## config.mk

```make
export PLATFORM = sky130hd
export DESIGN_NAME = imem_loader
export DESIGN_NICKNAME = d
export VERILOG_FILES = /design/src/rtl/imem_loader.sv
export SDC_FILE = /design/constraint.sdc
export NUM_CORES = 1
export LEC_CHECK = 0
export CORE_MARGIN = 3
export CORE_UTILIZATION = 55
export CTS_CLUSTER_SIZE = 25
export DETAILED_ROUTE_END_ITERATION = 10
export MAX_ROUTING_LAYER = met4
export PLACE_DENSITY_LB_ADDON = 0.08
export SLEW_MARGIN = 20
export SYNTH_ARGS = -nofsm -noshare
export SYNTH_HDL_FRONTEND = slang
export SYNTH_SLANG_ARGS = --single-unit
```

## constraint.sdc

```tcl
create_clock -name clk -period 5.3 [get_ports clk]
set_clock_uncertainty 0.1 [all_clocks]
set_input_delay 0.53 -clock clk [delete_from_list [all_inputs] [get_ports clk]]
set_output_delay 0.53 -clock clk [all_outputs]
set_load 0.01 [all_outputs]
```

## src/rtl/imem_loader.sv

```systemverilog
// imem_loader: receives a length-prefixed, XOR-checksummed byte stream and
// writes it word by word into instruction memory. The core is held frozen
// until a session completes successfully.
module imem_loader #(
  parameter int ADDR_W = 8
) (
  input  logic              clk,
  input  logic              rst_n,
  input  logic              start,
  input  logic [7:0]        rx_data,
  input  logic              rx_valid,
  output logic              rx_ready,
  output logic              imem_we,
  output logic [ADDR_W-1:0] imem_waddr,
  output logic [31:0]       imem_wdata,
  input  logic              imem_wready,
  output logic              core_hold,
  output logic              done,
  output logic              err,
  output logic [1:0]        err_code
);

  typedef enum logic [2:0] {
    S_IDLE, S_LEN_LO, S_LEN_HI, S_DATA, S_WRITE, S_CSUM, S_DONE, S_ERROR
  } state_t;

  // Capacity in words; a 17-bit compare so N up to 0xFFFF is checked exactly.
  localparam logic [16:0] CAP = 17'(1) << ADDR_W;

  state_t            r_state, w_next;
  logic [15:0]       r_len;
  logic [ADDR_W:0]   r_idx;       // one extra bit: reaches 2^ADDR_W after the last write
  logic [1:0]        r_byte;
  logic [31:0]       r_word;
  logic [7:0]        r_csum;
  logic [1:0]        r_err_code;

  logic              w_rdy, w_acc, w_start, w_ovf, w_last;
  logic [15:0]       w_len_full;
  logic [ADDR_W:0]   w_idx_inc;

  assign w_acc      = rx_valid && w_rdy;
  assign w_start    = start && (r_state == S_IDLE || r_state == S_DONE || r_state == S_ERROR);
  assign w_len_full = {rx_data, r_len[7:0]};
  assign w_ovf      = {1'b0, w_len_full} > CAP;
  assign w_idx_inc  = r_idx + 1'b1;
  assign w_last     = 17'(w_idx_inc) == {1'b0, r_len};

  assign rx_ready   = w_rdy;
  assign imem_waddr = r_idx[ADDR_W-1:0];
  assign imem_wdata = r_word;
  assign err_code   = r_err_code;

  // State register
  always_ff @(posedge clk or negedge rst_n) begin
    if (!rst_n) r_state <= S_IDLE;
    else        r_state <= w_next;
  end

  // Next-state and state-decoded outputs
  always_comb begin
    w_next    = r_state;
    w_rdy     = 1'b0;
    imem_we   = 1'b0;
    core_hold = 1'b1;
    done      = 1'b0;
    err       = 1'b0;
    case (r_state)
      S_IDLE: if (start) w_next = S_LEN_LO;
      S_LEN_LO: begin
        w_rdy = 1'b1;
        if (rx_valid) w_next = S_LEN_HI;
      end
      S_LEN_HI: begin
        w_rdy = 1'b1;
        if (rx_valid) begin
          if (w_ovf)                 w_next = S_ERROR;
          else if (w_len_full == '0) w_next = S_CSUM;
          else                       w_next = S_DATA;
        end
      end
      S_DATA: begin
        w_rdy = 1'b1;
        if (rx_valid && r_byte == 2'd3) w_next = S_WRITE;
      end
      S_WRITE: begin
        imem_we = 1'b1;
        if (imem_wready) w_next = w_last ? S_CSUM : S_DATA;
      end
      S_CSUM: begin
        w_rdy = 1'b1;
        if (rx_valid) w_next = (rx_data == r_csum) ? S_DONE : S_ERROR;
      end
      S_DONE: begin
        core_hold = 1'b0;
        done      = 1'b1;
        if (start) w_next = S_LEN_LO;
      end
      S_ERROR: begin
        err = 1'b1;
        if (start) w_next = S_LEN_LO;
      end
      default: w_next = S_IDLE;
    endcase
  end

  // Datapath: length capture, word assembly, checksum, write index, error code
  always_ff @(posedge clk or negedge rst_n) begin
    if (!rst_n) begin
      r_len      <= '0;
      r_idx      <= '0;
      r_byte     <= '0;
      r_word     <= '0;
      r_csum     <= '0;
      r_err_code <= '0;
    end else if (w_start) begin
      r_idx      <= '0;
      r_byte     <= '0;
      r_csum     <= '0;
      r_err_code <= '0;
    end else begin
      case (r_state)
        S_LEN_LO: if (w_acc) r_len[7:0] <= rx_data;
        S_LEN_HI: if (w_acc) begin
          r_len[15:8] <= rx_data;
          if (w_ovf) r_err_code <= 2'b01;
        end
        S_DATA: if (w_acc) begin
          r_word[{r_byte, 3'b000} +: 8] <= rx_data;
          r_csum <= r_csum ^ rx_data;
          r_byte <= r_byte + 2'd1;   // wraps to 0 after the 4th byte
        end
        S_WRITE: if (imem_wready) r_idx <= w_idx_inc;
        S_CSUM: if (w_acc && rx_data != r_csum) r_err_code <= 2'b10;
        default: ;
      endcase
    end
  end

endmodule
```

; Yosys cells after proc, flatten, opt, wreduce, memory -nomap -nowiden
; Cells that the tools add are included.
[totals]
input_bits = 13
regBits = 72
[op_classes]
n_addsub = 3
shift = 2
n_reduce_logical = 22
muxes = 31
n_eq_ne = 20
bitwise = 2
order_cmp = 1
[ops]
columns = operator, n
row1 = 32-bit bitwise mux, 1
row2 = "8-bit by 7-bit variable shift with 32-bit output, first input constant", 1
row3 = 8-bit by 7-bit variable part select with 32-bit output, 1
row4 = 3-bit two-way mux, 9
row5 = 9-bit two-way mux, 3
row6 = 8-bit two-way mux, 3
row7 = 3-bit case mux with 6 select lines, 1
row8 = 9-bit by 16-bit equality test with 1-bit output, 1
row9 = "16-bit by 9-bit greater-than comparator with 1-bit output, second input constant", 1
row10 = 16-bit zero test, 1
row11 = 2-bit two-way mux, 7
row12 = "3-bit equality test, second input constant", 4
row13 = "2-bit != test, second input constant", 5
row14 = "9-bit by 1-bit adder with 9-bit output, second input constant", 1
row15 = "3-bit != test, second input constant", 3
row16 = 3-bit AND reduction, 3
row17 = 8-bit equality test, 1
row18 = 8-bit != test, 1
row19 = 2-bit nonzero test, 4
row20 = 8-bit XOR, 1
row21 = 5-bit negation with 7-bit output, 1
row22 = "3-bit by 2-bit equality test with 1-bit output, second input constant", 2
row23 = 1-bit two-way mux, 6
row24 = 6-bit AND reduction, 1
row25 = 14 further kinds, 19

; Depth between registers and ports, before layout
[logic_depth]
depth_word = 8
ltp_mapped = 7
ltp_nobuf = 6

; Least setup slack after synthesis
; No wires, ideal clock.
[synth_timing]
path_type = input-to-reg
start = input port rx_data[4]
end = register r_state[2]
t_required_ns = 5.075
cell_stages = 6
path_buffers = 1
path_slack_ns = 3.424
arrival_ns = 1.651
path_cell_list = buf_2 nor4_1 nand2_1 o41a_1 nand3_1 o21ai_1
[synth_between]
elab_chain_len = 5
word_cells_on_any_way = 6
[synth_lines]
columns = item, line
row1 = start: declaration, 10  ; input logic [7:0] rx_data,
row2 = branches (longest 2 deep; another with 16-bit by 9-bit greater-than comparator with 1-bit output), --
row3 = 3-bit two-way mux *, 77  ; if (w_ovf) w_next = S_ERROR;
row4 = 3-bit two-way mux *, 76  ; if (rx_valid) begin
row5 = 3-bit case mux with 6 select lines *, 68  ; case (r_state)
row6 = end signal: assignment, 57  ; else r_state <= w_next;
row7 = end: declaration, 30  ; state_t r_state, w_next;
; Every way passes the cells marked *. The select of a mux whose other input is x is not followed.
; A chain may end at the register's enable or synchronous reset.

; Final worst setup path
[layout_timing]
start = register r_state[1]
end = output port err
[layout_between]
elab_chain_len = 2
[layout_lines]
columns = item, line
row1 = 3-bit equality test, 68
row2 = 1-bit two-way mux, 68
row3 = end: declaration, 19  ; output logic err,
; No other way between the ends.

==> flow_metrics.env <==
export IMPL_critical_path_top_delay_family="flip-flops"
export IMPL_synth_nets=440
export IMPL_clock_path_buffers=2
export IMPL_numPortBuffers=59
export IMPL_post_place_ws_ps=2623
export IMPL_yosysWarnings=0
export IMPL_synth_edf_count=0
export IMPL_syn_inst=421
export IMPL_end_kind="primary output"
export IMPL_postCtsResizedCells=0
export IMPL_drt_wl_total_um=8981
export IMPL_synth_most_common_cell="nand2_1"
export IMPL_cp_required_ps=4670
export IMPL_fp_row_count=29
export IMPL_crit_chain="nand2_1 -> nor2_1 -> clkdlybuf4s50_1"
export IMPL_diodes=0
export IMPL_start_kind="flip-flop"
export IMPL_clk_latency_ps=350
export IMPL_ant_nets=0
export IMPL_fin_ws_ps=2751
export IMPL_report_final_slew_viol_count=0
export IMPL_syn_area_sq_um=3850
export IMPL_grt_pass1_wl_um=15030
export IMPL_tightest_slew_ps=928.2
export IMPL_gp_congestion=0.8319
export IMPL_drive_gt1_share_pct=9.227
export IMPL_yosysTopAreaCell="dfrtp_1"
export IMPL_r2r_end="imem_wdata[8]$_DFFE_PN0P_"
export IMPL_fin_crit_ps=2549
export IMPL_p_leak_nw=1.910
export IMPL_status="finished clean"
export IMPL_rr_startpoint="r_state[1]$_DFFE_PN0P_"
export IMPL_antenna_found_initial=0
export IMPL_synth_cell_type_count=58
export IMPL_cts_hold_buf=0
export IMPL_cts_setup_buffers=0
export IMPL_dieHeight_um=89.67
export IMPL_r2r_setup_slack_ps=2860
export IMPL_min_period_over_period_pct=48.09
export IMPL_htreeDepth=3
export IMPL_avgSynthCellArea_sq_um=9.145
export IMPL_dr_pass1_iters=5
export IMPL_syn_to_final_growth_pct=20.44
export IMPL_cp_max_fo=19
export IMPL_maxCapViolations=0
export IMPL_ir_worst_vdd_uv=278.1
export IMPL_path_buf_inv=1
export IMPL_fp_dieW_um=89.67
export IMPL_root_buffer="clkbuf_8"
export IMPL_arrival_ps=1920
export IMPL_critPathSlowestCell="dfrtp_1"
export IMPL_viasPerCell=5.655
export IMPL_finalSetupTns_ps=0
export IMPL_synthDominantCellAreaShare_pct=46.80
export IMPL_hold_violations=0
export IMPL_cp_slowest_stage_delay_ps=710
export IMPL_num_vias=3161
export IMPL_cts_buffers=9
export IMPL_hpwl_um=5961
export IMPL_synth_top_flop_cell="dfrtp_1"
export IMPL_grt_overflow=0
export IMPL_grtUsageTotal_pct=25.38
export IMPL_reg2reg_depth=5
export IMPL_coreArea_sq_um=6568
export IMPL_grt_max_degree=73
export IMPL_dieArea_sq_um=8040
export IMPL_max_freq_mhz=392.3
export IMPL_hp_class="in2async"
export IMPL_grt_pass1_vias=3020
export IMPL_cts_tree="done"
export IMPL_p_per_area_nw_per_um2=511.4
export IMPL_async_reset_ff_share_pct=100.0
export IMPL_nets=480
export IMPL_slew_headroom_pct=37.99
export IMPL_cts_sinks=72
export IMPL_synth_seq_cells=72
export IMPL_synth_common_cells="93 x nand2_1, 72 x dfrtp_1, 51 x o21ai_0, 26 x nor2_1, 16 x xnor2_1"
export IMPL_ys_seq_area_share_pct=46.80
export IMPL_cts_clk_slew_worst_paths_ps=80
export IMPL_drc_errors=0
export IMPL_yosys_top_cells_area="dfrtp_1 47%, nand2_1 9.1%, o21ai_0 6.6%, mux2_2 4.4%, xnor2_1 3.6%"
export IMPL_post_drt_wl_per_cell_um=16.07
export IMPL_crit_type="reg2out"
export IMPL_rsz0062_at_grt="false"
export IMPL_io_pins=60
export IMPL_start_util_pct=58.62
export IMPL_drt_iter0_markers=215
export IMPL_setup_viol=0
-- worst register-to-register path, delay by kind of cell (launching register included) --
| kind | cells | cell delay, ps |
|---|---|---|
| and+or+nand+nor | 3 | 1150 |
| buffers and inverters | 1 | 240 |
| DFF | 1 | 710 |
| AOI/OAI and AO/OA | 1 | 100 |
-- how the worst max path moves through the flow --
stage,slack (ps),to,depth (start not counted),from
2_1_floorplan,3420,r_state[2]$_DFFE_PN0P_,6,rx_data[4]
3_3_place_gp,2710,imem_wdata[29]$_DFFE_PN0P_,6,rx_valid
3_5_place_dp,2620,imem_wdata[0]$_DFFE_PN0P_,6,rx_valid
4_1_cts,2750,err,3,r_state[2]$_DFFE_PN0P_
5_1_grt,2560,err,3,r_state[1]$_DFFE_PN0P_
6_report,2750,err,3,r_state[1]$_DFFE_PN0P_
-- cell type report --
cell class                      count  area (sq um)
Inverter                            8         30.03
Clock buffer                       10         127.6
Multi-Input combinational cell    309          1846
Tap cell                           93         116.4
Clock inverter                      6         115.1
Fill cell                         536          1931
Timing Repair Buffer               61         600.6
Sequential cell                    72          1802
-- stage by stage --
step	hold WS (ps)	instances	util (%)	total power [mW]	instance area, sq um
after floorplan	134.4	421	-	1.483	3850
after global placement	362.4	543	66.91	1.808	4394
after detailed placement	364.9	543	66.91	1.842	4394
after CTS	315.4	559	70.60	2.380	4637
after global routing	349.6	559	70.60	2.542	4637
final	269.6	559	70.60	2.371	4637
-- layout by cell type, fill, tap and decap left out, drive strengths merged, types with 6 or more instances in the layout --
cell type / n
nand2: 93
dfrtp: 72
clkdlybuf4s50: 58
o21ai: 55
nor2: 27
xnor2: 16
mux2: 15
nand3: 12
clkbuf: 10
nand4: 9
inv: 9
xor2: 7
ha: 6
nor3: 6
-- logic make-up (layout without fill, tap and decap cells) --
logic type | Yosys count | in the layout | synth area share [%]
and+or+nand+nor | 177 | 177 | 21.87
muxes | 17 | 17 | 4.907
buffers and inverters | 40 | 85 | 5.265
adders and majority gates | 6 | 6 | 1.950
xor gates and xnor gates | 24 | 24 | 5.817
AOI/OAI and AO/OA | 85 | 85 | 13.39
DFF | 72 | 72 | 46.80
-- sequential cells by signal, summed over array words and instances (netlist names) --
| register | cells |
|---|---|
| r_byte | 2 |
| r_csum | 8 |
| r_idx | 9 |
| r_state | 3 |
| err_code | 2 |
| imem_wdata | 32 |
| r_len | 16 |
-- report_power, final --
group	internal [mW]	switching [mW]
Combinational	0.455	0.458
Sequential	0.743	0.184
Clock	0.315	0.216
Total	1.51	0.858
-- metal layers --
metal  vias to the layer above  GRT usage [%]  share of wire [%]
met1                      1530          36.47                 48
met2                        97          36.30                 46
met5                         -              -                  0
met4                         0          7.578                1.4
li1                       1518              -                  -
met3                        16          5.292                4.7
(Power assumes the default switching activity.)
